File: src/rtl/ram_bank_ctrl_pkg.sv
// rtl/ram_bank_ctrl_pkg.sv - shared constants and FSM state type for the RAM bank controller
// Purpose: bank/data geometry, wait-counter width and the controller state encoding.
// Ports: none (package).
package ram_bank_ctrl_pkg;

  localparam int NUM_BANKS = 16;
  localparam int BANK_W    = 4;
  localparam int DATA_W    = 8;
  // Wide enough to hold READ_LAT-1 for the full legal READ_LAT range of 1..7.
  localparam int CNT_W     = 3;

  typedef enum logic [1:0] {
    ST_IDLE    = 2'd0,
    ST_ACCESS  = 2'd1,
    ST_CAPTURE = 2'd2,
    ST_RESP    = 2'd3
  } state_e;

endpackage

File: src/rtl/ram_bank_ctrl_if.sv
// rtl/ram_bank_ctrl_if.sv - request/response handshake bundle of the RAM bank controller
// Purpose: groups the valid/ready request channel and the valid/ready response channel.
// Ports (signals):
//   req_valid/req_ready/req_we/req_addr/req_wdata  request channel (master -> slave)
//   rsp_valid/rsp_ready/rsp_rdata                  response channel (slave -> master)
// Modports: master = requester, slave = controller.
interface ram_bank_ctrl_if
  import ram_bank_ctrl_pkg::*;
#(
  parameter int WORD_W = 8
) ();

  logic                  req_valid;
  logic                  req_ready;
  logic                  req_we;
  logic [WORD_W+3:0]     req_addr;
  logic [DATA_W-1:0]     req_wdata;
  logic                  rsp_valid;
  logic                  rsp_ready;
  logic [DATA_W-1:0]     rsp_rdata;

  modport master (
    output req_valid, req_we, req_addr, req_wdata, rsp_ready,
    input  req_ready, rsp_valid, rsp_rdata
  );

  modport slave (
    input  req_valid, req_we, req_addr, req_wdata, rsp_ready,
    output req_ready, rsp_valid, rsp_rdata
  );

endinterface

File: src/rtl/ram_bank_ctrl_bank_decode.sv
// rtl/ram_bank_ctrl_bank_decode.sv - 4-to-16 one-hot bank chip-select decoder with enable
// Purpose: turns the latched bank index into a one-hot chip-select while enabled.
// Ports:
//   en      in   1          decoder enable; all outputs 0 when low
//   sel     in   BANK_W     bank index
//   onehot  out  NUM_BANKS  one-hot chip-select
module bank_decode
  import ram_bank_ctrl_pkg::*;
(
  input  logic                 en,
  input  logic [BANK_W-1:0]    sel,
  output logic [NUM_BANKS-1:0] onehot
);

  always_comb begin
    onehot = '0;
    if (en) begin
      onehot[sel] = 1'b1;
    end
  end

endmodule

File: src/rtl/ram_bank_ctrl.sv
// rtl/ram_bank_ctrl.sv - single-byte read/write sequencer for a 16-bank byte-wide RAM and its read mux
// Purpose: accepts one request at a time, drives bank chip-select/address/data, gates exactly
//   one bank through the mux for one cycle on reads, and returns the captured byte.
// Ports:
//   clk, rst_n   clock, asynchronous active-low reset
//   bus          request/response handshake (slave side)
//   bank_cs      out  16      one-hot chip-select, decoded from registered bank + state
//   bank_we      out  1       write strobe (write ACCESS cycle only)
//   bank_addr    out  WORD_W  word address
//   bank_wdata   out  8       write byte
//   mux_sel      out  4       mux select (latched bank while busy, 0 in IDLE)
//   mux_en       out  1       mux enable (CAPTURE only)
//   mux_out      in   8       selected byte from mux
module ram_bank_ctrl
  import ram_bank_ctrl_pkg::*;
#(
  parameter int WORD_W   = 8,
  parameter int READ_LAT = 1
) (
  input  logic                 clk,
  input  logic                 rst_n,
  ram_bank_ctrl_if.slave       bus,
  output logic [NUM_BANKS-1:0] bank_cs,
  output logic                 bank_we,
  output logic [WORD_W-1:0]    bank_addr,
  output logic [DATA_W-1:0]    bank_wdata,
  output logic [BANK_W-1:0]    mux_sel,
  output logic                 mux_en,
  input  logic [DATA_W-1:0]    mux_out
);

  localparam logic [CNT_W-1:0] LAT_LOAD = CNT_W'(READ_LAT - 1);

  state_e              state_q, state_d;
  logic [CNT_W-1:0]    cnt_q, cnt_d;
  logic                we_q, we_d;
  logic [BANK_W-1:0]   bank_q, bank_d;
  logic [WORD_W-1:0]   addr_q, addr_d;
  logic [DATA_W-1:0]   wdata_q, wdata_d;
  logic [DATA_W-1:0]   rdata_q, rdata_d;
  logic                req_ready_q, req_ready_d;
  logic                rsp_valid_q, rsp_valid_d;
  logic                bank_we_q, bank_we_d;
  logic                mux_en_q, mux_en_d;
  logic [BANK_W-1:0]   mux_sel_q, mux_sel_d;
  logic                cs_en;

  always_comb begin
    state_d = state_q;
    cnt_d   = cnt_q;
    we_d    = we_q;
    bank_d  = bank_q;
    addr_d  = addr_q;
    wdata_d = wdata_q;
    rdata_d = rdata_q;

    case (state_q)
      ST_IDLE: begin
        if (bus.req_valid && req_ready_q) begin
          state_d = ST_ACCESS;
          cnt_d   = LAT_LOAD;
          we_d    = bus.req_we;
          bank_d  = bus.req_addr[WORD_W +: BANK_W];
          addr_d  = bus.req_addr[WORD_W-1:0];
          wdata_d = bus.req_wdata;
        end
      end
      ST_ACCESS: begin
        if (we_q) begin
          state_d = ST_RESP;
        end else if (cnt_q == '0) begin
          state_d = ST_CAPTURE;
        end else begin
          cnt_d = cnt_q - CNT_W'(1);
        end
      end
      ST_CAPTURE: begin
        rdata_d = mux_out;
        state_d = ST_RESP;
      end
      ST_RESP: begin
        if (bus.rsp_ready) begin
          state_d = ST_IDLE;
        end
      end
      default: state_d = ST_IDLE;
    endcase

    // Registered outputs are computed from the next state so they line up with the state
    // register rather than trailing it by a cycle.
    req_ready_d = (state_d == ST_IDLE);
    rsp_valid_d = (state_d == ST_RESP);
    bank_we_d   = (state_d == ST_ACCESS) && we_d;
    mux_en_d    = (state_d == ST_CAPTURE);
    mux_sel_d   = (state_d == ST_IDLE) ? '0 : bank_d;
  end

  always_ff @(posedge clk or negedge rst_n) begin
    if (!rst_n) begin
      state_q     <= ST_IDLE;
      cnt_q       <= '0;
      we_q        <= 1'b0;
      bank_q      <= '0;
      addr_q      <= '0;
      wdata_q     <= '0;
      rdata_q     <= '0;
      req_ready_q <= 1'b1;
      rsp_valid_q <= 1'b0;
      bank_we_q   <= 1'b0;
      mux_en_q    <= 1'b0;
      mux_sel_q   <= '0;
    end else begin
      state_q     <= state_d;
      cnt_q       <= cnt_d;
      we_q        <= we_d;
      bank_q      <= bank_d;
      addr_q      <= addr_d;
      wdata_q     <= wdata_d;
      rdata_q     <= rdata_d;
      req_ready_q <= req_ready_d;
      rsp_valid_q <= rsp_valid_d;
      bank_we_q   <= bank_we_d;
      mux_en_q    <= mux_en_d;
      mux_sel_q   <= mux_sel_d;
    end
  end

  // Chip-select is decoded from registered state so it drops as soon as reset hits.
  assign cs_en = (state_q == ST_ACCESS) || (state_q == ST_CAPTURE);

  bank_decode u_bank_decode (
    .en     (cs_en),
    .sel    (bank_q),
    .onehot (bank_cs)
  );

  assign bus.req_ready = req_ready_q;
  assign bus.rsp_valid = rsp_valid_q;
  assign bus.rsp_rdata = rdata_q;
  assign bank_we       = bank_we_q;
  assign bank_addr     = addr_q;
  assign bank_wdata    = wdata_q;
  assign mux_sel       = mux_sel_q;
  assign mux_en        = mux_en_q;

endmodule

File: src/flat_wrapper.sv
// flat-port wrapper written by rule: the top's interface ports become plain ports
module ram_bank_ctrl_flat import ram_bank_ctrl_pkg::*;
#(
  parameter int WORD_W   = 8,
  parameter int READ_LAT = 1
)
  (clk, rst_n, bank_cs, bank_we, bank_addr, bank_wdata, mux_sel, mux_en, mux_out, bus_req_valid, bus_req_we, bus_req_addr, bus_req_wdata, bus_rsp_ready, bus_req_ready, bus_rsp_valid, bus_rsp_rdata);
  ram_bank_ctrl_if #(.WORD_W(WORD_W)) bus_i ();
  input  logic clk;
  input  logic rst_n;
  output logic [NUM_BANKS-1:0] bank_cs;
  output logic bank_we;
  output logic [WORD_W-1:0] bank_addr;
  output logic [DATA_W-1:0] bank_wdata;
  output logic [BANK_W-1:0] mux_sel;
  output logic mux_en;
  input  logic [DATA_W-1:0] mux_out;
  input wire logic [$bits(bus_i.req_valid)-1:0] bus_req_valid;
  input wire logic [$bits(bus_i.req_we)-1:0] bus_req_we;
  input wire logic [$bits(bus_i.req_addr)-1:0] bus_req_addr;
  input wire logic [$bits(bus_i.req_wdata)-1:0] bus_req_wdata;
  input wire logic [$bits(bus_i.rsp_ready)-1:0] bus_rsp_ready;
  output wire logic [$bits(bus_i.req_ready)-1:0] bus_req_ready;
  output wire logic [$bits(bus_i.rsp_valid)-1:0] bus_rsp_valid;
  output wire logic [$bits(bus_i.rsp_rdata)-1:0] bus_rsp_rdata;
  assign bus_i.req_valid = bus_req_valid;
  assign bus_i.req_we = bus_req_we;
  assign bus_i.req_addr = bus_req_addr;
  assign bus_i.req_wdata = bus_req_wdata;
  assign bus_i.rsp_ready = bus_rsp_ready;
  assign bus_req_ready = bus_i.req_ready;
  assign bus_rsp_valid = bus_i.rsp_valid;
  assign bus_rsp_rdata = bus_i.rsp_rdata;
  ram_bank_ctrl #(.WORD_W(WORD_W), .READ_LAT(READ_LAT)) u_core (.clk(clk), .rst_n(rst_n), .bus(bus_i), .bank_cs(bank_cs), .bank_we(bank_we), .bank_addr(bank_addr), .bank_wdata(bank_wdata), .mux_sel(mux_sel), .mux_en(mux_en), .mux_out(mux_out));
endmodule
File: config.mk
export PLATFORM = sky130hd
export DESIGN_NAME = ram_bank_ctrl_flat
export DESIGN_NICKNAME = d
export VERILOG_FILES = /design/src/rtl/ram_bank_ctrl_pkg.sv /design/src/rtl/ram_bank_ctrl_if.sv /design/src/rtl/ram_bank_ctrl_bank_decode.sv /design/src/rtl/ram_bank_ctrl.sv /design/src/flat_wrapper.sv
export SDC_FILE = /design/constraint.sdc
export NUM_CORES = 1
export LEC_CHECK = 0
export ABC_AREA = 1
export BUFFER_PORTS_ARGS = -buffer_cell sky130_fd_sc_hd__buf_2
export CORE_MARGIN = 5
export CORE_UTILIZATION = 51
export DETAILED_ROUTE_END_ITERATION = 8
export PLACE_DENSITY = 0.92
export SYNTH_ARGS = -nofsm -noshare
export SYNTH_HDL_FRONTEND = slang
export SYNTH_SLANG_ARGS = --single-unit
export TNS_END_PERCENT = 20
File: constraint.sdc
create_clock -name clk -period 2.7 [get_ports clk]
set_input_delay 0.27 -clock clk [delete_from_list [all_inputs] [get_ports clk]]
set_output_delay 0.27 -clock clk [all_outputs]
set_load 0.02 [all_outputs]
==> metrics.log, run 1 <==
[metrics] run status: finished, final reports clean
[metrics] synthesized netlist cell count: 188
[metrics] final hold violation count: 0
[metrics] ratio of cells with drive above 1 in the final layout: between 40% and 50%
[metrics] area share of the leading cell type in the synthesized netlist: 52.8%
[metrics] Critical Path Max Stage Delay: between 0.4 and 0.5 ns
[metrics] Worst-path clk slew: 0.08 ns
[metrics] post-cts repair resize count: 0
[metrics] Layout area overhead: 27.7%
[metrics] number of setup violations in the final report: 0
[metrics] Critical Path Fanout Max: 4
[metrics] area of combinational cells with multiple inputs: ~780 um^2
[metrics] series of cell instances along the critical path: inv_1 > ha_1 > nand3_1 > nor2_1 > buf_2
[metrics] number of pins with negative max-slew slack in the final report: 0
[metrics] launching element type of the critical path: register
[metrics] NumNets Final: 312
[metrics] I/O pin cnt: 81
[metrics] minimum hold slack: ~0.1 ns
[metrics] maximum number of pins on one net before global-route repair: 43
[metrics] top flip-flop cell by instance count after synthesis: sky130_fd_sc_hd__dfrtp_1
[metrics] flops & latches, synth: between 40 and 50
[metrics] wire length of the first global-routing pass: slightly above 7 mm
[metrics] count of fill cells added during filler insertion: between 300 and 400
[metrics] number of I/O port buffers: 80
[metrics] number of sinks handled by clock tree synthesis: 42
[metrics] CTS tree: yes
[metrics] number of post-CTS setup repair buffers: 0
[metrics] 1st-pass router iterations: 4
[metrics] synthesized netlist net count: 228
[metrics] start-to-end type of the worst setup path: register to output pin
[metrics] Seq/Total Area, Yosys: 54.1%
[metrics] number of antenna-violating nets in the routed design: 0
[metrics] Post-synth ARST share: 100%
[metrics] Final Util: 67.3%
[metrics] ant diodes: 0
[metrics] total clock buffers created by CTS: 5
[metrics] total grt overflow: 0
[metrics] placeable core region: ~0.0037 mm^2
[metrics] die span in x: 71.7 um
[metrics] minimum period implied by the final worst setup slack: 1.96 ns
[metrics] Critical Path RT: 2.43 ns
[metrics] DP Wirelength: 3.27 mm
[metrics] MaxCap Viol Count: 0
[metrics] category of the worst setup path capture point: output pin
[metrics] global routing usage summed across all routing layers: between 15 and 20%
[metrics] Total Power: 3.32 mW
[metrics] worst IR drop on VDD: 713 uV
[metrics] via count of the first global-routing pass: between 1500 and 2000
[metrics] routed length per placed instance: 13.4 um
[metrics] arrival time reported for the critical path endpoint: 1.69 ns
[metrics] hold buffers post-CTS: 0
[metrics] via count: roughly 1500
[metrics] number of DRC markers in iteration 0: 107
[metrics] total placed instance area: 0.00237 mm^2
[metrics] leakage: 1.41 nW
[metrics] Reg area: 0.00105 mm^2
[metrics] unrepaired setup endpoints after global routing: no
[metrics] ranking of synthesized cells by instance count: sky130_fd_sc_hd__nand2_1, sky130_fd_sc_hd__dfrtp_1, sky130_fd_sc_hd__nor2_1
[metrics] Max Clock Skew: ~0.0055 ns
[metrics] site row count: 22
[metrics] clk root buf: sky130_fd_sc_hd__clkbuf_8
[metrics] total power per unit cell area: 1340 mW/mm^2
[metrics] post-synthesis average cell area: 10.3 um^2
[metrics] Relative slew margins: about two fifths
[metrics] DRC violations left: 0
[metrics] Critical-path top delay cell: sky130_fd_sc_hd__dfrtp_1
[metrics] min-delay worst type: input pin to asynchronous set/reset pin
[metrics] area leader, netlist: sky130_fd_sc_hd__dfrtp_1
[metrics] Setup Total Neg Slack: 0 ns
[metrics] number of unique standard cell types used by synthesis: 24
[metrics] top-count cell post-synth: sky130_fd_sc_hd__nand2_1
[metrics] top achievable clock speed: 0.510 GHz
[metrics] number of buffers on the longest clock path: 2
[metrics] number of enable flip-flop cells after synthesis: 0
[metrics] initial core utilization: 52.7%
[metrics] post-DR vias/cell: 4.78
[metrics] overall die area: slightly above 0.005 mm^2
[metrics] height of the die: 71.7 um
[metrics] final clock period utilization by the worst path: 72.6%
[metrics] CTS H-tree depth: 2
[metrics] GP Congestion: between 0.8 and 0.9
[metrics] post-synthesis instance area: 0.00194 mm^2
[metrics] source-to-sink clock delay at the later pin of the worst-skew pair: 0.29 ns
[metrics] dominant cells by area after synthesis: sky130_fd_sc_hd__dfrtp_1, sky130_fd_sc_hd__mux2_4, sky130_fd_sc_hd__nand2_1, sky130_fd_sc_hd__ha_1, sky130_fd_sc_hd__nor2_1
[metrics] pin slew with the least headroom to its limit: about 0.89 ns
[metrics] post-route cell area: around 0.0025 mm^2
[metrics] Syn. warnings: 0
[metrics] DRT Wirelength: 4.29 mm
[metrics] number of antenna violations at the first check in global routing: 0
-- cells by family (layout without fill, tap and decap cells) --
family / count (synthesis) / count (layout) / share of synthesized area [%]
simple gates: 88 / 88 / 20.5
buf+inv: 23 / 108 / 5.98
compound gates: 12 / 12 / 3.28
mux: 16 / 16 / 11.6
flops: 42 / 42 / 54.1
fa+ha+maj: 7 / 7 / 4.50
-- state kept, by name, summed over array words and instances, names as in the netlist --
name	cells
u_core.bus.rsp_rdata	8
u_core.mux_en	1
u_core.bank_we	1
u_core.bank_q	4
u_core.bank_addr	8
u_core.we_q	1
u_core.bus.req_ready	1
u_core.cnt_q	3
u_core.mux_sel	4
u_core.bus.rsp_valid	1
u_core.bank_wdata	8
u_core.state_q	2
-- path summary, 6_finish.rpt --
kind                                          from  slack, ns                 endpoint  depth (start not counted)
max reg2reg                      u_core.state_q[0]       0.84          u_core.cnt_q[2]                          7
min reg2reg                u_core.bus.rsp_rdata[0]       0.47  u_core.bus.rsp_rdata[0]                          2
max                              u_core.state_q[0]       0.74               bank_cs[0]                          5
min                                          rst_n        0.1        u_core.mux_sel[2]                          1
min in group clk                        mux_out[7]       0.18  u_core.bus.rsp_rdata[7]                          3
max in group asynchronous                    rst_n       2.04         u_core.bank_q[1]                          1
-- cell usage in the layout (no fill, tap or decap), types with 2 or more instances in the layout --
master and instances:
sky130_fd_sc_hd__ha_1 7, sky130_fd_sc_hd__mux2_4 12, sky130_fd_sc_hd__nand2_1 46, sky130_fd_sc_hd__o21ai_0 8, sky130_fd_sc_hd__inv_1 19, sky130_fd_sc_hd__buf_2 80
sky130_fd_sc_hd__a21oi_1 2, sky130_fd_sc_hd__nand2_2 3, sky130_fd_sc_hd__dfrtp_1 41, sky130_fd_sc_hd__clkbuf_8 5, sky130_fd_sc_hd__or2_2 2, sky130_fd_sc_hd__nand3_1 8
sky130_fd_sc_hd__nor2_1 22, sky130_fd_sc_hd__mux2_2 4
-- stage by stage --
step,instances,setup WS [ns]
2_1_floorplan,188,1.23
3_3_place_gp,313,1.04
3_5_place_dp,313,0.808
4_1_cts,321,0.763
5_1_grt,321,0.655
6_report,321,0.740
-- routing by layer --
metal  GRT usage, %  up-vias  wire, um
met5              0        -         0
met3           4.63        6       287
met2           31.0       52      2270
met4           6.26        0        57
met1           20.2      716      1670
li1               -      760         -
-- layout make-up --
class	count	area share, %
Sequential cell	42	42.4
Multi-Input combinational cell	123	31.2
Timing Repair Buffer	80	16.1
Inverter	20	3.32
Clock buffer	5	2.77
Tap cell	48	2.42
Clock inverter	3	1.76
-- worst max-delay path, delay by kind of cell (launching register included) --
family / cells / cell delay [ns]
and+or+nand+nor: 2 / 0.33
adders and majority gates: 1 / 0.37
DFF: 1 / 0.41
buffers and inverters: 2 / 0.29
-- report_power, final --
group,internal (mW),switching (mW)
Clock,0.277,0.211
Combinational,0.645,1.07
Sequential,0.943,0.167
Total,1.87,1.45
Note: power is estimated with default switching activity, not from simulation.
==> run 2, diff against run 1 <==
- CORE_UTILIZATION: 51 -> 47
- PLACE_DENSITY: 0.92 -> 0.87
- clock period: 2.7 -> 1.9 ns (I/O delays scaled with it)
==> metrics.log, run 2 (synthesized netlist as in run 1, its figures left out) <==
[metrics] run status: finished, final reports clean
[metrics] post-route cell area: 0.00254 mm^2
[metrics] global routing usage summed across all routing layers: 16.3%
[metrics] routed length per placed instance: 13.4 um
[metrics] category of the worst setup path capture point: output pin
[metrics] Final Util: 63.4%
[metrics] Critical-path top delay cell: sky130_fd_sc_hd__dfrtp_1
[metrics] Critical Path Max Stage Delay: approximately 0.40 ns
[metrics] min-delay worst type: input pin to register
[metrics] Critical Path Fanout Max: 4
[metrics] number of setup violations in the final report: 0
[metrics] Relative slew margins: between 60 and 70%
[metrics] overall die area: 0.00552 mm^2
[metrics] ant diodes: 0
[metrics] maximum number of pins on one net before global-route repair: 27
[metrics] Max Clock Skew: 0.00710 ns
[metrics] Total Power: between 4 and 5 mW
[metrics] post-DR vias/cell: 4.72
[metrics] number of I/O port buffers: 80
[metrics] number of antenna-violating nets in the routed design: 0
[metrics] total clock buffers created by CTS: 5
[metrics] commonest non-fill, non-tap cell in the layout: sky130_fd_sc_hd__buf_2
[metrics] MaxCap Viol Count: 0
[metrics] minimum hold slack: 0.0968 ns
[metrics] PnR worst setup slack: 0.139 ns
[metrics] final hold violation count: 0
[metrics] NumNets Final: approximately 320
[metrics] height of the die: 74.3 um
[metrics] launching element type of the critical path: register
[metrics] ratio of cells with drive above 1 in the final layout: 44.6%
[metrics] arrival time reported for the critical path endpoint: 1.57 ns
[metrics] via count of the first global-routing pass: 1479
[metrics] wire length of the first global-routing pass: slightly below 7 mm
[metrics] leading cell types in the layout, fill and taps excluded: sky130_fd_sc_hd__buf_2, sky130_fd_sc_hd__nand2_1, sky130_fd_sc_hd__dfrtp_1
[metrics] leakage: 1.42 nW
[metrics] CTS H-tree depth: 2
[metrics] total placed instance area: 0.00239 mm^2
[metrics] DP Wirelength: 3.34 mm
[metrics] source-to-sink clock delay at the later pin of the worst-skew pair: 0.29 ns
[metrics] start-to-end type of the worst setup path: register to output pin
[metrics] series of cell instances along the critical path: inv_1 > ha_4 > nand3_1 > nor2_1 > buf_2
[metrics] 1st-pass router iterations: 4
[metrics] unrepaired setup endpoints after global routing: no
[metrics] DRC violations left: 0
[metrics] GP Congestion: just over 0.8
[metrics] total power per unit cell area: 1890 mW/mm^2
[metrics] placement-stage worst setup slack: 0.205 ns
[metrics] Layout area overhead: 30.4%
[metrics] number of pins with negative max-slew slack in the final report: 0
[metrics] Worst-path clk slew: roughly 0.08 ns
[metrics] clk root buf: sky130_fd_sc_hd__clkbuf_8
[metrics] final clock period utilization by the worst path: 92.7%
[metrics] pin slew with the least headroom to its limit: 0.463 ns
[metrics] top achievable clock speed: 0.568 GHz
[metrics] via count: between 1500 and 2000
[metrics] placeable core region: 0.00400 mm^2
[metrics] die span in x: 74.3 um
[metrics] number of buffers on the longest clock path: 2
[metrics] Setup Total Neg Slack: 0 ns
[metrics] cell count after placement: 317
[metrics] number of antenna violations at the first check in global routing: 0
[metrics] filler-free cell count of the finished design: 326
[metrics] number of DRC markers in iteration 0: 64
[metrics] site row count: 23
[metrics] number of sinks handled by clock tree synthesis: 42
[metrics] initial core utilization: 48.6%
[metrics] number of post-CTS setup repair buffers: 0
[metrics] DRT Wirelength: 4.37 mm
[metrics] minimum period implied by the final worst setup slack: 1.76 ns
[metrics] CTS tree: yes
[metrics] I/O pin cnt: 81
[metrics] worst IR drop on VDD: 1050 uV
[metrics] Critical Path RT: 1.71 ns
[metrics] total grt overflow: 0
-- run 2: changes by cell type in the layout (fill, tap and decap cells not counted), sizes merged --
cell,before,now
buf,80,82
clkbuf,5,6
clkinvlp,0,1
dlygate4sd3,0,1
inv,21,20
clkinv,1,0
-- run 2: worst paths after layout --
kind / start / endpoint / slack (ns) / cells after the start
hold / removal: mux_out[6] / u_core.bus.rsp_rdata[6] / 0.1 / 3
setup reg to reg: u_core.state_q[0] / u_core.bank_we / 0.17 / 9
setup / recovery: u_core.state_q[0] / bank_cs[1] / 0.14 / 5
max in group asynchronous: rst_n / u_core.bus.req_ready / 0.84 / 3
min in group asynchronous: rst_n / u_core.bank_wdata[2] / 0.35 / 2
hold reg to reg: u_core.bus.rsp_rdata[7] / u_core.bus.rsp_rdata[7] / 0.47 / 2
-- run 2: final cells by class --
type | count | area, um^2
clock buffers | 6 | 72.6
clock inverters | 2 | 37.5
fillers | 342 | 1460
inverters | 20 | 82.6
multi-input cells | 123 | 803
flip-flops and latches | 42 | 1050
well taps | 50 | 62.6
repair buffers | 83 | 425
-- run 2: worst max-delay path: cells and delay by family (launching register included) --
family        cells  cell delay [ns]
flops             1             0.40
buf+inv           2             0.30
simple gates      2             0.28
fa+ha+maj         1             0.31
-- run 2: timing repair --
item / CTS / global route
hold endpoints to repair: 16 / 0
setup endpoints to repair: 0 / 11
hold buffers: 1 / 0
gates resized for setup: 0 / 4
-- run 2: where the power goes --
group          switching (mW)  internal, mW  leakage [nW]  total [mW]
logic                    1.54         0.966         0.859        2.51
clock network           0.303         0.392        0.0514       0.695
registers               0.248          1.34         0.507        1.59
-- run 2: routing by layer --
layer	track usage [%]	wire, um	part of all wire [%]	vias to the layer above
met5	0	0	0	-
met4	6.52	72	1.6	0
met3	3.24	243	5.6	7
met2	28.2	2350	54	55
met1	20.1	1710	39	719
li1	-	-	-	759
==> run 3, diff against run 2 <==
- CORE_UTILIZATION: 47 -> 43
- PLACE_DENSITY: 0.87 -> 0.84
- clock period: 1.9 -> 1.55 ns (I/O delays scaled with it)
==> metrics.log, run 3 (synthesized netlist as in run 1, its figures left out) <==
[metrics] run status: finished, violations left
[metrics] violated checks: negative setup slack
[metrics] final clock period utilization by the worst path: 107%
[metrics] minimum hold slack: 0.0622 ns
[metrics] series of cell instances along the critical path: inv_2 > ha_4 > nand3_4 > nor2_1 > buf_4
[metrics] DRC violations left: 0
[metrics] NumNets Final: 323
[metrics] initial core utilization: 44.3%
[metrics] total grt overflow: 0
[metrics] unrepaired setup endpoints after global routing: yes
[metrics] clk root buf: sky130_fd_sc_hd__clkbuf_8
[metrics] ratio of cells with drive above 1 in the final layout: 52.8%
[metrics] commonest non-fill, non-tap cell in the layout: sky130_fd_sc_hd__buf_2
[metrics] number of pins with negative max-slew slack in the final report: 0
[metrics] via count of the first global-routing pass: 1608
[metrics] source-to-sink clock delay at the later pin of the worst-skew pair: 0.30 ns
[metrics] start-to-end type of the worst setup path: register to output pin
[metrics] DP Wirelength: about 3.2 mm
[metrics] worst IR drop on VDD: 1290 uV
[metrics] CTS tree: yes
[metrics] wire length of the first global-routing pass: between 7 and 8 mm
[metrics] category of the worst setup path capture point: output pin
[metrics] Worst-path clk slew: 0.08 ns
[metrics] leakage: 1.46 nW
[metrics] top achievable clock speed: 0.603 GHz
[metrics] Relative slew margins: between 60% and 70%
[metrics] ant diodes: 0
[metrics] post-DR vias/cell: 4.70
[metrics] leading cell types in the layout, fill and taps excluded: sky130_fd_sc_hd__buf_2, sky130_fd_sc_hd__nand2_1, sky130_fd_sc_hd__dfrtp_1
[metrics] launching element type of the critical path: register
[metrics] number of I/O port buffers: 80
[metrics] Critical-path top delay cell: sky130_fd_sc_hd__dfrtp_1
[metrics] Layout area overhead: 41.4%
[metrics] routed length per placed instance: approximately 14 um
[metrics] number of antenna violations at the first check in global routing: 0
[metrics] global routing usage summed across all routing layers: 16.3%
[metrics] post-route cell area: 0.00275 mm^2
[metrics] GP Congestion: 0.809
[metrics] PnR worst setup slack: -0.110 ns
[metrics] total placed instance area: about 0.0025 mm^2
[metrics] minimum period implied by the final worst setup slack: 1.66 ns
[metrics] total clock buffers created by CTS: 5
[metrics] maximum number of pins on one net before global-route repair: 24
[metrics] via count: 1578
[metrics] DRT Wirelength: 4.64 mm
[metrics] number of setup violations in the final report: 20
[metrics] CTS H-tree depth: 2
[metrics] MaxCap Viol Count: 0
[metrics] arrival time reported for the critical path endpoint: ~1.5 ns
[metrics] Critical Path Max Stage Delay: approximately 0.38 ns
[metrics] number of DRC markers in iteration 0: 48
[metrics] Critical Path Fanout Max: 4
[metrics] Max Clock Skew: 0.00926 ns
[metrics] 1st-pass router iterations: 4
[metrics] min-delay worst type: input pin to register
[metrics] overall die area: 0.00597 mm^2
[metrics] total power per unit cell area: 2260 mW/mm^2
[metrics] final hold violation count: 0
[metrics] number of antenna-violating nets in the routed design: 0
[metrics] site row count: 24
[metrics] height of the die: 77.2 um
[metrics] Critical Path RT: between 1 and 1.5 ns
[metrics] placeable core region: 0.00438 mm^2
[metrics] pin slew with the least headroom to its limit: 0.507 ns
[metrics] die span in x: between 70 and 80 um
[metrics] I/O pin cnt: slightly above 80
[metrics] number of buffers on the longest clock path: 2
[metrics] number of sinks handled by clock tree synthesis: 42
[metrics] slack of the worst reg-to-reg path: -0.03 ns
==> run 3: cell types whose count changed in the layout (fill, tap and decap cells not counted), moves of 3 or more <==
cell	delta
sky130_fd_sc_hd__nand3_4	+4
sky130_fd_sc_hd__nor2_2	+9
sky130_fd_sc_hd__buf_2	-16
sky130_fd_sc_hd__inv_2	+3
sky130_fd_sc_hd__inv_1	-3
sky130_fd_sc_hd__buf_6	+4
sky130_fd_sc_hd__nor2_1	-10
sky130_fd_sc_hd__ha_1	-3
sky130_fd_sc_hd__buf_4	+18
==> run 3: worst paths after layout <==
kind                                               from                      end  depth (start not counted)
worst max-delay path                  u_core.state_q[0]              bank_cs[15]                          5
worst min-delay path                         mux_out[2]  u_core.bus.rsp_rdata[2]                          3
worst max register to register        u_core.state_q[0]        u_core.mux_sel[0]                          9
worst min register to register  u_core.bus.rsp_rdata[6]  u_core.bus.rsp_rdata[6]                          2
max in group asynchronous                         rst_n      u_core.bank_addr[7]                          3
min in group asynchronous                         rst_n          u_core.cnt_q[0]                          2
==> run 3: repair_timing <==
item	in CTS	in global routing
cloned	0	0
hold buffers	1	0
resized for setup	29	20
setup endpoints to repair	21	25
hold endpoints to repair	20	0
setup buffers	2	1
pin swaps	2	4
==> run 3: worst max-delay path, delay by kind of cell (launching register included) <==
kind          cells  cell delay (ns)
fa+ha+maj         1             0.34
buf+inv           2             0.24
flops             1             0.38
simple gates      2             0.25
==> run 3: report_power, final <==
part / internal, mW / switching (mW) / total, mW
logic: 1.44 / 2.10 / 3.54
registers: 1.64 / 0.298 / 1.94
clock network: 0.325 / 0.399 / 0.724
==> run 3: area by class of cell <==
cell class,instances,area (um^2)
repair buffers,91,566
fillers,352,1630
clock buffers,5,68.8
multi-input cells,123,891
inverters,20,82.6
well taps,52,65.1
clock inverters,3,25.0
flip-flops and latches,42,1050
==> run 3: routing by layer <==
metal | part of all wire, % | track usage (%) | vias to the layer above
li1 | - | - | 779
met1 | 40 | 20.5 | 731
met2 | 50 | 26.2 | 60
met3 | 7.9 | 5.50 | 8
met4 | 1.9 | 5.50 | 0
met5 | 0 | 0 | -
==> run 3: metrics by stage <==
stage / util (%) / instances / worst slack, ns / setup TNS (ns) / total power, mW
global placement: 56.0 / 324 / 0.0422 / 0 / 4.95
detailed placement: 56.0 / 324 / 0.00139 / 0 / 5.04
CTS: 61.1 / 335 / -0.0429 / -0.546 / 6.08
floorplan: - / 188 / 0.112 / 0 / 4.09
finish: 62.7 / 336 / -0.110 / -1.43 / 6.21
global route: 62.7 / 336 / -0.189 / -2.97 / 6.67
